$ cat config.mk
export PLATFORM = sky130hd
export DESIGN_NAME = uart_rx_frame_ctrl
export DESIGN_NICKNAME = d
export VERILOG_FILES = /design/src/rtl/uart_rx_frame_ctrl.sv
export SDC_FILE = /design/constraint.sdc
export NUM_CORES = 1
export LEC_CHECK = 0
export ABC_AREA = 1
export CORE_MARGIN = 10
export CORE_UTILIZATION = 45
export DETAILED_ROUTE_END_ITERATION = 16
export PLACE_DENSITY = 0.66
export SYNTH_ARGS = -nofsm -noshare
export SYNTH_HDL_FRONTEND = slang
export SYNTH_SLANG_ARGS = --single-unit
$ cat constraint.sdc
create_clock -name clk -period 1.9 [get_ports clk]
set_input_delay 0.38 -clock clk [delete_from_list [all_inputs] [get_ports clk]]
set_output_delay 0.38 -clock clk [all_outputs]
set_load 0.05 [all_outputs]
$ cat src/rtl/uart_rx_frame_ctrl.sv
// Frames bytes popped from the UART RX FIFO into SOF/LEN/payload/CHK packets.
// Streams payload with valid/ready and pulses a per-frame status outcome.
module uart_rx_frame_ctrl #(
    parameter logic [7:0] SOF     = 8'hA5,
    parameter int         MAX_LEN = 16,
    parameter int         TIMEOUT = 20000
) (
    input  logic       clk,
    input  logic       reset,
    input  logic       enable,
    input  logic       fifo_empty,
    input  logic [7:0] fifo_dout,
    output logic       fifo_rd,
    output logic [7:0] pl_data,
    output logic       pl_valid,
    input  logic       pl_ready,
    output logic       pl_last,
    output logic       frame_ok,
    output logic       frame_err,
    output logic [2:0] err_code
);

    localparam int TW = $clog2(TIMEOUT);
    localparam logic [TW-1:0] T_LAST = TW'(TIMEOUT - 1);
    localparam logic [7:0] MAX_B = 8'(MAX_LEN);

    typedef enum logic [1:0] {
        HUNT,
        LEN,
        PAYLOAD,
        CHECK
    } state_t;

    state_t        state, state_nx;
    logic [7:0]    len, len_nx;
    logic [7:0]    cnt, cnt_nx;
    logic [7:0]    chk, chk_nx;
    logic [TW-1:0] timer, timer_nx;
    logic          ok_nx, err_nx;
    logic [2:0]    code_nx;
    logic          pop;
    logic          stall;
    logic          at_last;

    assign at_last = (cnt == len - 8'd1);
    assign pop     = !fifo_empty && enable && (state != PAYLOAD || pl_ready);
    assign stall   = (state == PAYLOAD) && !fifo_empty && !pl_ready;

    assign fifo_rd  = pop;
    assign pl_data  = fifo_dout;
    assign pl_valid = (state == PAYLOAD) && !fifo_empty && enable;
    assign pl_last  = pl_valid && at_last;

    always_ff @(posedge clk) begin
        if (reset) begin
            state     <= HUNT;
            len       <= '0;
            cnt       <= '0;
            chk       <= '0;
            timer     <= '0;
            frame_ok  <= 1'b0;
            frame_err <= 1'b0;
            err_code  <= '0;
        end else begin
            state     <= state_nx;
            len       <= len_nx;
            cnt       <= cnt_nx;
            chk       <= chk_nx;
            timer     <= timer_nx;
            frame_ok  <= ok_nx;
            frame_err <= err_nx;
            err_code  <= code_nx;
        end
    end

    always_comb begin
        state_nx = state;
        len_nx   = len;
        cnt_nx   = cnt;
        chk_nx   = chk;
        timer_nx = timer;
        ok_nx    = 1'b0;
        err_nx   = 1'b0;
        code_nx  = err_code;

        if (state != HUNT && !enable) begin
            // frame abandoned because parsing was switched off mid-frame
            err_nx   = 1'b1;
            code_nx  = 3'd4;
            state_nx = HUNT;
            timer_nx = '0;
        end else if (pop) begin
            timer_nx = '0;
            case (state)
                HUNT: begin
                    if (fifo_dout == SOF) state_nx = LEN;
                end
                LEN: begin
                    if (fifo_dout != 8'd0 && fifo_dout <= MAX_B) begin
                        len_nx   = fifo_dout;
                        chk_nx   = fifo_dout;
                        cnt_nx   = '0;
                        state_nx = PAYLOAD;
                    end else begin
                        err_nx   = 1'b1;
                        code_nx  = 3'd1;
                        state_nx = HUNT;
                    end
                end
                PAYLOAD: begin
                    chk_nx = chk ^ fifo_dout;
                    cnt_nx = cnt + 8'd1;
                    if (at_last) state_nx = CHECK;
                end
                CHECK: begin
                    if (fifo_dout == chk) begin
                        ok_nx   = 1'b1;
                        code_nx = 3'd0;
                    end else begin
                        err_nx  = 1'b1;
                        code_nx = 3'd2;
                    end
                    state_nx = HUNT;
                end
                default: state_nx = HUNT;
            endcase
        end else if (state == HUNT) begin
            timer_nx = '0;
        end else if (stall) begin
            // downstream back-pressure holds the timer
            timer_nx = timer;
        end else if (timer == T_LAST) begin
            err_nx   = 1'b1;
            code_nx  = 3'd3;
            state_nx = HUNT;
            timer_nx = '0;
        end else begin
            timer_nx = timer + 1'b1;
        end
    end

endmodule

Word level (Yosys, flattened, before mapping)
Index checks and enable logic that the tools add are counted.

word-level totals
  flip-flop bits (word level) = 46
  bits of input ports = 13
  output and inout port bits = 16

cells by class
  $add $sub $neg = 3
  order comparisons = 1
  eq/ne operators = 19
  muxes and demuxes = 30
  bitwise logic cells = 4
  reductions and logical operators = 26

operators with widths
  operator                                             count
  case mux 8 bit (2 select lines)                      2
  2-to-1 mux 3 bit                                     6
  equality test 8 bit                                  2
  2-to-1 mux 2 bit                                     8
  2-to-1 mux 8 bit                                     2
  adder 15 x 1 -> 15 bit, second input constant        1
  equality test 15 bit, second input constant          1
  2-to-1 mux 15 bit                                    1
  AND reduction 5 bit                                  3
  != test 2 bit, second input constant                 5
  != test 3 bit, second input constant                 3
  adder 8 x 1 -> 8 bit, second input constant          1
  equality test 8 bit, second input constant           1
  <= comparator 8 x 5 -> 1 bit, second input constant  1
  logical AND 1 bit                                    8
  2-to-1 mux 1 bit                                     8
  case mux 2 bit (4 select lines)                      1
  AND reduction 4 bit                                  2
  nonzero test 8 bit                                   1
  OR reduction 4 bit                                   2
  subtractor 8 x 1 -> 8 bit, second input constant     1
  bitwise XOR 8 bit                                    1
  case mux 3 bit (2 select lines)                      1
  nonzero test 2 bit                                   3
  other kinds (13)                                     18

Depth between registers and ports, before layout
  depth after elaboration = 7
  gate-level depth with buffers = 14

Worst setup path after synthesis
OpenSTA, ideal clock, no wires.

  path type = register to output
  from = reg len[0]
  to = out pl_last
  arrival time = 1.780 ns
  path slack = -0.260 ns
  stages on the path, launching flop included = 12
  buffers on the path = 0
  cell sequence = dfxtp_1 inv_1 ha_1 inv_1 nand2_1 nand2_1 nand2_1 nand2_1 nand3_1 nor2_1 nand2_1 nor2_1

on the way
  cells in the longest elaborated chain, start to end = 3

ends and longest elaborated chain
  item                       RTL line  source
  from (decl)                35        logic [7:0] len, len_nx;
  from (signal assigned)     66        len <= len_nx;
  subtractor 8 x 1 -> 8 bit  45        assign at_last = (cnt == len - 8'd1);
  equality test 8 bit        45
  logical AND 1 bit          52        assign pl_last = pl_valid && at_last;
  to (decl)                  17        output logic pl_last,

Every way passes these cells.

Worst setup path in the final report
  from = reg len[1]
  to = out pl_last

Same word-level chain as after synthesis.

==> flow_summary_export.csv <==
group,metric,value,unit
final_layout,finalInstanceArea,3660,um^2
clocking,clk_pin_slew,0.09,ns
floorplan,row_count,28,
floorplan,die-area,9788,um^2
grt,grt_use_met1,15.94,%
timing,fin_crit,2.092,ns
routing,drtAntennaViolNets,0,
clocking,h-tree-depth,2,
clocking,ctsRootBufferMaster,"clkbuf_8",
synthesis,seq_area_frac_synth,32.84,%
setup_path,end_kind,"primary output",
grt,grt_pass1_vias,2611,
timing,worstMarginPinSlew,0.4966,ns
timing,timing.clock.skew,0.005273,ns
final_layout,syn2layout_area_growth,30.52,%
routing,wl_per_cell,12.73,um
grt,busiest_layer,"met2",
final_layout,fin_nets,475,
grt,grt_pass1_wl,11.62,mm
grt,grt.total_usage,13.88,%
final_layout,fillers,520,
clocking,cts_buffer_depth,2,
grt,antenna_found_initial,0,
synthesis,yosys.cell_types.count,37,
final_layout,utilization,61.09,%
timing,rsz0062_at_grt,"yes",
placement,dp_hpwl,5.437,mm
routing,drt_wl_total,6.808,mm
timing,maxSlewHeadroom,66.79,%
grt,gr-usage-met2,24.80,%
synthesis,synth_top_area_share,32.84,%
pwr,powerDensity,496.3,nW/um^2
synthesis,synthesis.area,2804,um^2
outcome,violations,"negative setup slack",
run,maxCapViolations,0,
setup_path,criticalPathCategory,"flop to primary output",
setup_path,worstPathArrival,1.71,ns
synthesis,syn_inst,396,
floorplan,fp.dieW,98.94,um
clocking,clk_latency,0.29,ns
timing,timing.final.ws_setup,-0.1917,ns
timing,fmax,0.4781,GHz
routing,firstDrtPassIters,4,
timing,setup_violations,1,
placement,placed_cell_area,3526,um^2
routing,vias_per_cell,4.993,
final_layout,layout_common_cells,"91 x nand2_1, 44 x inv_1, 43 x dfxtp_1, 41 x buf_4, 37 x nor2_1",
synthesis,avgSynthCellArea,7.081,um^2
pwr,ir_drop,0.5785,mV
floorplan,design.core.area,5991,um^2
routing,drc_errors,0,
setup_path,crit_path_start_kind,"flop",
clocking,clock_sinks,46,
placement,place_congestion,0.8834,
timing,hold_viol,0,
floorplan,io_pins,29,
routing,vias,2671,
timing,hold_slack,0.4513,ns
final_layout,drive_above_1_share,25.22,%
timing,maxSlewViolCount,0,
synthesis,synthTopCellsByArea,"dfxtp_1 33%, nand2_1 12%, inv_1 6.2%",
pwr,power_leakage,1.567,nW
grt,gr-total-overflow,0,
worst_hold_path,hp-class,"flop to flop",
grt,grt_max_degree,17,
routing,drt-initial-drc-count,88,
synthesis,yosys.area.top_type,"dfxtp_1",
setup_path,cp_data_required_time,1.52,ns
floorplan,start_util,46.80,%
setup_path,path_max_fanout,3,
synthesis,synth.net_count,412,
final_layout,num_antenna_cells,0,
synthesis,ys_warn_count,0,
outcome,outcome,"finished with violations",
clocking,cts_tree,"yes",
clocking,cts_buffers,5,
final_layout,layout_commonest_cell,"nand2_1",
placement,port_buffers,28,
timing,fin_crit_sh,110.1,%
floorplan,die_h,98.94,um
synthesis,ys_seq_elements,46,
grt,grt_use_met3,2.933,%
==> cells by family (layout without fill, tap and decap cells) <==
family	after synthesis	after routing	synth area share (%)
compound gates	48	48	10.13
flops	46	46	32.84
xor+xnor	14	14	4.373
simple gates	217	217	40.52
fa+ha+maj	3	3	1.339
buf+inv	68	132	10.80
==> routing by layer <==
layer | part of all wire (%) | wire length [um]
met3 | 2.8 | 189
met1 | 44 | 3003
met4 | 1.9 | 129
met5 | 0 | 0
met2 | 51 | 3485
==> timing repair <==
item                                    4_1_cts  5_1_grt
pin swaps                                     1        1
hold buffers                                  0        0
gates resized for setup                      12        5
endpoints found under the setup margin        3        3
setup buffers                                 1        0
==> registers in the layout (all words and copies together), names as in the netlist <==
| signal | flops |
|---|---|
| chk | 8 |
| cnt | 8 |
| err_code | 3 |
| frame_err | 1 |
| frame_ok | 1 |
| len | 8 |
| state | 2 |
| timer | 15 |
==> power by group <==
part | internal [mW] | switching, mW
Clock | 0.294 | 0.326
Sequential | 0.964 | 0.000763
Combinational | 0.110 | 0.121
Total | 1.37 | 0.447
==> cell usage after synthesis <==
cell type,n
nand3b_1,1
nand3_4,1
nor3_1,13
nand3_1,17
nor2_8,5
ha_1,3
and3_1,6
o22ai_1,6
nor4_4,1
o21ai_0,5
buf_6,2
inv_1,46
a21oi_1,20
o21a_1,3
xor2_1,12
nor3_4,1
o21ai_2,1
dfxtp_1,46
xnor2_1,2
nand3_2,3
o21bai_2,1
inv_4,1
inv_2,9
nand2_2,4
nand4_1,20
clkbuf_1,2
nor2_1,42
buf_4,8
nand4_2,1
nand2_4,2
nor3b_1,2
nor2_2,2
nand2_1,92
nor2_4,3
o21ai_1,7
a21oi_2,5
or2_2,1
==> through the flow <==
| stage | setup TNS (ns) | worst slack [ns] | total power, mW | std cells |
|---|---|---|---|---|
| after floorplan | 0 | 0.08909 | 1.092 | 396 |
| after global placement | -1.024 | -0.07752 | 1.218 | 526 |
| after detailed placement | -1.394 | -0.1200 | 1.220 | 526 |
| after CTS | -0.1830 | -0.1830 | 1.833 | 535 |
| after global routing | -0.3112 | -0.3112 | 1.881 | 535 |
| final | -0.1917 | -0.1917 | 1.816 | 535 |
==> worst max-delay path, cell delays in order, from the launching register on <==
cell and delay, ns:
dfxtp_2 0.36, inv_2 0.05, ha_4 0.26, xor2_1 0.14
o21ai_1 0.11, nor2_2 0.15, nand2_2 0.10, nor2_4 0.11
buf_12 0.14
==> area by class of cell <==
class | instances | area, um^2 | area share (%)
multi-input combinational | 282 | 1618 | 44.21
timing repair buffer | 68 | 716.9 | 19.59
tap | 75 | 93.84 | 2.564
inverter | 56 | 215.2 | 5.880
clock inverter | 1 | 5.005 | 0.1368
sequential | 46 | 924.6 | 25.26
clock buffer | 7 | 86.33 | 2.359
==> final timing paths <==
kind,from,endpoint,slack [ns],depth (start not counted)
max,len[1],pl_last,-0.19,8
min,err_code[0],err_code[0],0.45,2
max reg2reg,timer[1],timer[12],0.27,8
min reg2reg,err_code[0],err_code[0],0.45,2
(Power assumes the default switching activity.)
